===== src/rtl/parity_scrubber_if.sv =====
// Scrub read port between the scrubber and the memory port mux.
// The memory side answers a read one cycle after read_enable.
interface parity_scrubber_if #(
    parameter int DATA_WIDTH    = 8,
    parameter int ADDRESS_WIDTH = 4
);
    logic                     read_enable;
    logic [ADDRESS_WIDTH-1:0] read_address;
    logic [DATA_WIDTH:0]      read_block;
    logic                     memory_busy;

    modport master (
        output read_enable,
        output read_address,
        input  read_block,
        input  memory_busy
    );

    modport slave (
        input  read_enable,
        input  read_address,
        output read_block,
        output memory_busy
    );
endinterface


===== src/rtl/parity_scrubber.sv =====
// Background even-parity scrubber: sweeps all addresses, yields to
// functional traffic, and logs a saturating error count and first failure.
module parity_scrubber #(
    parameter int DATA_WIDTH    = 8,
    parameter int DEPTH         = 16,
    parameter int ADDRESS_WIDTH = $clog2(DEPTH),
    parameter int COUNT_WIDTH   = 8
) (
    input  logic                     clock,
    input  logic                     reset,
    input  logic                     start,
    input  logic                     continuous,
    input  logic                     abort,
    input  logic                     clear_errors,
    parity_scrubber_if.master        mem,
    output logic                     busy,
    output logic                     sweep_done,
    output logic                     error_pulse,
    output logic [COUNT_WIDTH-1:0]   error_count,
    output logic                     first_error_valid,
    output logic [ADDRESS_WIDTH-1:0] first_error_address
);

    typedef enum logic [1:0] {
        IDLE,
        SWEEP,
        DRAIN
    } state_t;

    localparam logic [ADDRESS_WIDTH-1:0] LAST = ADDRESS_WIDTH'(DEPTH - 1);
    localparam logic [COUNT_WIDTH-1:0] COUNT_MAX = '1;

    state_t                   state;
    logic [ADDRESS_WIDTH-1:0] address;
    logic                     check_valid;
    logic [ADDRESS_WIDTH-1:0] check_address;
    logic                     issue;
    logic                     fail;

    // abort gates the strobe so no read escapes in the abort cycle
    assign issue = (state == SWEEP) && !mem.memory_busy && !abort;
    assign mem.read_enable  = issue;
    assign mem.read_address = address;
    assign busy = (state != IDLE);
    assign fail = check_valid && (^mem.read_block);

    always_ff @(posedge clock) begin
        if (reset) begin
            state               <= IDLE;
            address             <= '0;
            check_valid         <= 1'b0;
            check_address       <= '0;
            sweep_done          <= 1'b0;
            error_pulse         <= 1'b0;
            error_count         <= '0;
            first_error_valid   <= 1'b0;
            first_error_address <= '0;
        end else begin
            sweep_done <= 1'b0;
            unique case (state)
                IDLE: begin
                    if (start && !abort) begin
                        state   <= SWEEP;
                        address <= '0;
                    end
                end
                SWEEP: begin
                    if (abort) begin
                        state   <= IDLE;
                        address <= '0;
                    end else if (issue) begin
                        if (address == LAST) state <= DRAIN;
                        else address <= address + 1'b1;
                    end
                end
                DRAIN: begin
                    address <= '0;
                    if (abort) begin
                        state <= IDLE;
                    end else begin
                        sweep_done <= 1'b1;
                        state      <= continuous ? SWEEP : IDLE;
                    end
                end
                default: begin
                    state   <= IDLE;
                    address <= '0;
                end
            endcase

            // checks in flight complete even across an abort
            check_valid   <= issue;
            check_address <= address;
            error_pulse   <= fail;

            // a coincident clear wipes history first, then logs the failure
            if (clear_errors) begin
                error_count         <= fail ? COUNT_WIDTH'(1) : '0;
                first_error_valid   <= fail;
                first_error_address <= fail ? check_address : '0;
            end else if (fail) begin
                if (error_count != COUNT_MAX) error_count <= error_count + 1'b1;
                if (!first_error_valid) begin
                    first_error_valid   <= 1'b1;
                    first_error_address <= check_address;
                end
            end
        end
    end

endmodule


===== src/flat_wrapper.sv =====
// flat-port wrapper written by rule: the top's interface ports become plain ports
module parity_scrubber_flat 
#(
    parameter int DATA_WIDTH    = 8,
    parameter int DEPTH         = 16,
    parameter int ADDRESS_WIDTH = $clog2(DEPTH),
    parameter int COUNT_WIDTH   = 8
)
  (clock, reset, start, continuous, abort, clear_errors, busy, sweep_done, error_pulse, error_count, first_error_valid, first_error_address, mem_read_enable, mem_read_address, mem_read_block, mem_memory_busy);
  parity_scrubber_if #(.DATA_WIDTH(DATA_WIDTH), .ADDRESS_WIDTH(ADDRESS_WIDTH)) mem_i ();
  input  logic clock;
  input  logic reset;
  input  logic start;
  input  logic continuous;
  input  logic abort;
  input  logic clear_errors;
  output logic busy;
  output logic sweep_done;
  output logic error_pulse;
  output logic [COUNT_WIDTH-1:0] error_count;
  output logic first_error_valid;
  output logic [ADDRESS_WIDTH-1:0] first_error_address;
  output wire logic [$bits(mem_i.read_enable)-1:0] mem_read_enable;
  output wire logic [$bits(mem_i.read_address)-1:0] mem_read_address;
  input wire logic [$bits(mem_i.read_block)-1:0] mem_read_block;
  input wire logic [$bits(mem_i.memory_busy)-1:0] mem_memory_busy;
  assign mem_read_enable = mem_i.read_enable;
  assign mem_read_address = mem_i.read_address;
  assign mem_i.read_block = mem_read_block;
  assign mem_i.memory_busy = mem_memory_busy;
  parity_scrubber #(.DATA_WIDTH(DATA_WIDTH), .DEPTH(DEPTH), .ADDRESS_WIDTH(ADDRESS_WIDTH), .COUNT_WIDTH(COUNT_WIDTH)) u_core (.clock(clock), .reset(reset), .start(start), .continuous(continuous), .abort(abort), .clear_errors(clear_errors), .mem(mem_i), .busy(busy), .sweep_done(sweep_done), .error_pulse(error_pulse), .error_count(error_count), .first_error_valid(first_error_valid), .first_error_address(first_error_address));
endmodule

===== config.mk =====
export PLATFORM = sky130hd
export DESIGN_NAME = parity_scrubber_flat
export DESIGN_NICKNAME = d
export VERILOG_FILES = /design/src/rtl/parity_scrubber_if.sv /design/src/rtl/parity_scrubber.sv /design/src/flat_wrapper.sv
export SDC_FILE = /design/constraint.sdc
export NUM_CORES = 1
export LEC_CHECK = 0
export ABC_AREA = 0
export CORE_MARGIN = 2
export CORE_UTILIZATION = 49
export CTS_BUF_LIST = sky130_fd_sc_hd__clkbuf_8 sky130_fd_sc_hd__clkbuf_16
export DETAILED_ROUTE_END_ITERATION = 10
export PLACE_DENSITY = 0.83
export REMOVE_ABC_BUFFERS = 1
export SLEW_MARGIN = 5
export SYNTH_ARGS = -nofsm -noshare
export SYNTH_HDL_FRONTEND = slang
export SYNTH_SLANG_ARGS = --single-unit

===== constraint.sdc =====
create_clock -name clock -period 5.7 [get_ports clock]
set_clock_uncertainty 0.15 [all_clocks]
set_input_delay 1.14 -clock clock [delete_from_list [all_inputs] [get_ports clock]]
set_output_delay 1.14 -clock clock [all_outputs]
set_load 0.02 [all_outputs]

==> impl_metrics.tcl, run 1 <==
set metrics [dict create \
    run_status "finished, final reports clean" \
    max_stage_delay_ns 0.63 \
    globalRouteMet1Util_pct 20.5 \
    rsz0062_at_grt "no" \
    die_w_um 53.5 \
    synth_cells 126 \
    cts_setup_buffers 0 \
    grt-ovfl-total 0 \
    ys_top_cells_by_area "dfxtp_1 43%, nor2_1 4.4%, xnor2_1 4.4%" \
    numCtsBuffers 3 \
    finalSetupViolations 0 \
    intPower_mw 0.304 \
    cpMaxStageDelayCell "clkdlybuf4s50_1" \
    drv_cap 0 \
    cp_common_cell "clkdlybuf4s50_1" \
    ys_warn_count 0 \
    ctsHoldBuffers 0 \
    power_frac_clock_pct 38.8 \
    tightest_slew_ns 0.649 \
    drive_gt1_share_pct 4.85 \
    criticalPathCategory "input port to output port" \
    leakagePower_nw 0.596 \
    power_density_mw_per_mm2 230 \
    root_buffer "clkbuf_8" \
    drc 0 \
    die_h_um 53.5 \
    startpoint_type "input port" \
    use_met3_pct 4.24 \
    required_ns 4.41 \
    areaGrowthSynthToFinish_pct 38.6 \
    clk_path_buf_depth 2 \
    antenna_left 0 \
    drt_iter0_markers 21 \
    cts.sinks 26 \
    grt_use_total_pct 21.1 \
    dominantRegCellSynth "dfxtp_1" \
    grt_max_degree 16 \
    grt_use_met2_pct 41.6 \
    synth_area_mm2 0.00120 \
    synth_edf_count 0 \
    grt_pass1_vias 1069 \
    portBuffers 36 \
    fmax_mhz 255 \
    dieArea_mm2 0.00286 \
    slew_headroom_pct 56.3 \
    grt_pass1_wl_um 4420 \
    wl_per_cell_um 14.0 \
    synth_top_area_cell "dfxtp_1" \
    power.switching_mw 0.0778 \
    hold_violations 0 \
    clk_pin_slew_worst_paths_ns 0.09 \
    htreeDepth 1 \
    tns_ns 0 \
    antenna_found_initial 0 \
    vdd_drop_max_mv 0.221 \
    start_util_pct 53.2 \
    synth_seq_cells 26 \
    async_flop_share_pct 0 \
    netlist-cell-type-count 39 \
    diodes 0 \
    cts.repair.resized 0 \
    cp_cell_sequence "clkdlybuf4s50_1, nand2b_1, nor3_1, clkdlybuf4s50_1" \
    fin_nets 184 \
    cp-end-kind "output port" \
    viasPerCell 5.70 \
    yosysSeqAreaShare_pct 43.4 \
    power_frac_seq_pct 48.2 \
    dpl.hpwl_um 2050 \
    design_area_mm2 0.00166 \
    final_max_slew_viol_count 0 \
    synth_area_per_cell_um2 9.51 \
    dr.pass1.iters 4 \
    row_count 17 \
    p_comb_share_pct 13.0 \
    pin_count 37 \
    worstPathMaxFanout 6 \
    arrival_ns 2.64 \
    swShare_pct 20.4 \
    cts_tree "done" \
    min_period_ns 3.93 \
    coreArea_mm2 0.00225 \
    grt.busiest_layer "met2" \
    dr_total_vias 1101 \
    finalCritPeriodShare_pct 68.9 \
    globalplace.congestion 0.774 \
    place_area_mm2 0.00159 \
    hold_path.class "register to register" \
    synth_top_area_share_pct 43.4 \
    routed_wl_um 2710 \
    clkLatencyLatePin_ns 0.26 \
]
==> cell type report <==
| cell class | instances | area, um^2 |
|---|---|---|
| clock buffer | 3 | 41.3 |
| clock inverter | 1 | 30.0 |
| fill | 184 | 593 |
| inverter | 3 | 11.3 |
| multi-input combinational | 96 | 663 |
| sequential | 26 | 520 |
| tap | 28 | 35.0 |
| timing repair buffer | 36 | 360 |
==> power by group through the flow <==
| stage | Clock, mW | Sequential [mW] | Combinational (mW) |
|---|---|---|---|
| 2_1_floorplan | 0 | 0.189 | 0.0291 |
| 3_3_place_gp | 0 | 0.188 | 0.0482 |
| 3_5_place_dp | 0 | 0.188 | 0.0495 |
| 4_1_cts | 0.151 | 0.184 | 0.0498 |
| 5_1_grt | 0.160 | 0.184 | 0.0536 |
| 6_report | 0.148 | 0.184 | 0.0497 |
==> kinds of logic (layout without fill, tap and decap cells) <==
kind of cell    after synthesis  after routing  share of synthesized area [%]
compound gates               30             30                           17.4
buf+inv                       4             43                           1.25
mux                           4              4                           3.76
simple gates                 50             50                           21.1
flops                        26             26                           43.4
xor+xnor                     10             10                           11.0
fa+ha+maj                     2              2                           2.09
==> metrics by stage <==
stage	setup slack [ns]	hold WS (ns)	cells	total power, mW	util (%)
after floorplan	2.65	0.276	125	0.218	-
after global placement	1.83	0.285	189	0.237	70.5
after detailed placement	1.79	0.287	189	0.238	70.5
after CTS	1.77	0.318	193	0.385	73.7
after global routing	1.72	0.336	193	0.398	73.7
final	1.77	0.325	193	0.382	73.7
==> sequential cells by signal, summed over array words and instances, names as in the netlist <==
name	cells
u_core.check_valid	1
u_core.error_count	8
u_core.first_error_valid	1
u_core.mem.read_address	4
u_core.first_error_address	4
u_core.state	2
u_core.sweep_done	1
u_core.check_address	4
u_core.error_pulse	1
==> worst max-delay path, delay by kind of cell <==
kind	cells	cell delay [ns]
simple gates	2	0.38
buf+inv	2	1.12
==> path summary, 6_finish.rpt <==
| path | start | to | slack (ns) | cells after the start |
|---|---|---|---|---|
| setup / recovery | abort | mem_read_enable | 1.77 | 4 |
| hold / removal | u_core.check_address[0]$_SDFF_PP0_ | u_core.first_error_address[0]$_SDFFE_PP0P_ | 0.32 | 1 |
| setup reg to reg | u_core.error_count[0]$_SDFFE_PP0P_ | u_core.error_count[4]$_SDFFE_PP0P_ | 3.94 | 5 |
| hold reg to reg | u_core.check_address[0]$_SDFF_PP0_ | u_core.first_error_address[0]$_SDFFE_PP0P_ | 0.32 | 1 |
==> synthesized netlist by cell type, types with 2 or more instances <==
cell	number
or4_1	2
dfxtp_1	26
xnor2_1	6
nor2b_1	8
o31ai_1	2
nand2_1	8
nor4_1	2
or2_2	2
or3_1	2
inv_1	3
ha_1	2
nand3_1	5
a22o_1	4
o211ai_1	4
nor2_1	14
o21ai_0	4
mux2i_1	3
nor3_1	3
a21oi_1	6
==> per-layer routing <==
layer  wire, um  share of wire [%]  vias up
met1       1040                 38      511
met3        199                7.4        8
li1           -                  -      538
met2       1410                 52       44
met5          0                  0        -
met4         57                2.1        0
==> placed cells by master, fill, tap and decap left out, types with 2 or more instances in the layout <==
| cell type | n |
|---|---|
| or3_1 | 2 |
| mux2i_1 | 3 |
| nand3_1 | 5 |
| clkbuf_8 | 3 |
| nor3_1 | 3 |
| xnor2_1 | 6 |
| nor2_1 | 14 |
| o211ai_1 | 4 |
| ha_1 | 2 |
| inv_1 | 3 |
| a22o_1 | 4 |
| nand2_1 | 8 |
| or2_2 | 2 |
| dfxtp_1 | 26 |
| nor4_1 | 2 |
| nor2b_1 | 8 |
| clkdlybuf4s50_1 | 36 |
| or4_1 | 2 |
| o21ai_0 | 4 |
| o31ai_1 | 2 |
| a21oi_1 | 6 |
No activity file was read; power rests on OpenSTA's default activity.
==> run 2: changes to the inputs <==
--- a/config.mk
+++ b/config.mk
@@ -7,10 +7,10 @@
 export LEC_CHECK = 0
 export ABC_AREA = 0
 export CORE_MARGIN = 2
-export CORE_UTILIZATION = 49
+export CORE_UTILIZATION = 45
 export CTS_BUF_LIST = sky130_fd_sc_hd__clkbuf_8 sky130_fd_sc_hd__clkbuf_16
 export DETAILED_ROUTE_END_ITERATION = 10
-export PLACE_DENSITY = 0.83
+export PLACE_DENSITY = 0.77
 export REMOVE_ABC_BUFFERS = 1
 export SLEW_MARGIN = 5
 export SYNTH_ARGS = -nofsm -noshare
==> constraint.sdc (replaced) <==
create_clock -name clock -period 3.9 [get_ports clock]
set_clock_uncertainty 0.15 [all_clocks]
set_input_delay 0.78 -clock clock [delete_from_list [all_inputs] [get_ports clock]]
set_output_delay 0.78 -clock clock [all_outputs]
set_load 0.02 [all_outputs]
==> run 2 against run 1 <==
Net effect: routed wire length is 5.6% lower; register-to-register slack worse by 1.8 ns; sequential power is 46% higher; clock power is 48% higher; worst setup slack worse by 1.0 ns; critical path type unchanged; largest cell class unchanged; largest power group unchanged.
==> impl_metrics.tcl, run 2 (synthesized netlist as in run 1, its figures left out) <==
set metrics [dict create \
    drive_gt1_share_pct 4.85 \
    root_buffer "clkbuf_8" \
    cts_tree "done" \
    clk_path_buf_depth 2 \
    arrival_ns 2.24 \
    drv_cap 0 \
    pre_cts_ws_ns 0.715 \
    cts.repair.resized 0 \
    leakagePower_nw 0.596 \
    routed_wl_um 2550 \
    die_w_um 55.6 \
    portBuffers 36 \
    dpl.hpwl_um 2020 \
    final_max_slew_viol_count 0 \
    htreeDepth 1 \
    diodes 0 \
    grt_pass1_vias 1065 \
    clkLatencyLatePin_ns 0.27 \
    hold_path.class "register to register" \
    row_count 18 \
    run_status "finished, final reports clean" \
    grt_max_degree 16 \
    fmax_mhz 315 \
    dr_total_vias 1081 \
    final_common_cell "clkdlybuf4s50_1" \
    slew_headroom_pct 61.4 \
    areaGrowthSynthToFinish_pct 38.8 \
    wl_per_cell_um 13.1 \
    startpoint_type "input port" \
    rsz0062_at_grt "no" \
    criticalPathCategory "input port to output port" \
    power_density_mw_per_mm2 337 \
    drc 0 \
    tns_ns 0 \
    fin_nets 184 \
    vdd_drop_max_mv 0.246 \
    antenna_left 0 \
    cts.sinks 26 \
    start_util_pct 47.9 \
    clk_pin_slew_worst_paths_ns 0.09 \
    cp-end-kind "output port" \
    finalCritPeriodShare_pct 81.3 \
    top_register "u_core.error_count" \
    largest_register_ffs 8 \
    drt_iter0_markers 32 \
    required_ns 2.97 \
    grt_use_total_pct 17.7 \
    dieArea_mm2 0.00309 \
    ctsHoldBuffers 0 \
    hold_violations 0 \
    layout_setup_ws_ns 0.728 \
    tightest_slew_ns 0.574 \
    p_total_mw 0.561 \
    coreArea_mm2 0.00250 \
    min_period_ns 3.17 \
    layout_common_cells "36 x clkdlybuf4s50_1, 26 x dfxtp_1, 14 x nor2_1" \
    dr.pass1.iters 4 \
    worstPathMaxFanout 6 \
    pin_count 37 \
    numCtsBuffers 3 \
    grt_pass1_wl_um 4460 \
    antenna_found_initial 0 \
    globalplace.congestion 0.786 \
    viasPerCell 5.54 \
    grt-ovfl-total 0 \
    finalSetupViolations 0 \
    cts_setup_buffers 0 \
    die_h_um 55.6 \
]
## run 2: cell counts in the layout (fill, tap and decap cells not counted)
No cell type changed its count.
## run 2: stage by stage
step | cell area, um^2 | utilization [%] | std cells | hold WS [ns]
3_5_place_dp | 1590 | 63.7 | 191 | 0.292
6_report | 1660 | 66.6 | 195 | 0.307
2_1_floorplan | 1190 | - | 125 | 0.276
3_3_place_gp | 1590 | 63.7 | 191 | 0.286
4_1_cts | 1660 | 66.6 | 195 | 0.309
5_1_grt | 1660 | 66.6 | 195 | 0.336
## run 2: routing by layer
| layer | share of wire (%) | GRT usage [%] | wire (um) | up-vias |
|---|---|---|---|---|
| met4 | 1.6 | 7.32 | 40 | 0 |
| li1 | - | - | - | 539 |
| met3 | 5.9 | 4.19 | 151 | 5 |
| met1 | 43 | 20.0 | 1090 | 501 |
| met5 | 0 | 0 | 0 | - |
| met2 | 50 | 31.6 | 1270 | 36 |
## run 2: path summary, 6_finish.rpt
check / cells past startpoint / slack, ns / endpoint / from
max: 4 / 0.73 / mem_read_enable / abort
max reg2reg: 5 / 2.16 / u_core.error_count[4]$_SDFFE_PP0P_ / u_core.error_count[0]$_SDFFE_PP0P_
min reg2reg: 1 / 0.31 / u_core.first_error_address[2]$_SDFFE_PP0P_ / u_core.check_address[2]$_SDFF_PP0_
min: 1 / 0.31 / u_core.first_error_address[2]$_SDFFE_PP0P_ / u_core.check_address[2]$_SDFF_PP0_
## run 2: layout make-up
type                       instances  area, um^2
clock buffer                       3        41.3
fill                             221         836
multi-input combinational         96         663
sequential                        26         520
timing repair buffer              36         360
clock inverter                     1        30.0
tap                               30        37.5
inverter                           3        11.3
## run 2: critical path, cell delays in order
cell and delay [ns]:
clkdlybuf4s50_1 0.49, nand2b_1 0.22, nor3_1 0.13, clkdlybuf4s50_1 0.62
## run 2: power breakdown
group / total [mW] / switching (mW) / internal [mW]
combinational: 0.0723 / 0.0318 / 0.0405
clock: 0.219 / 0.0820 / 0.137
sequential: 0.269 / 0.00211 / 0.267
total: 0.561 / 0.116 / 0.445
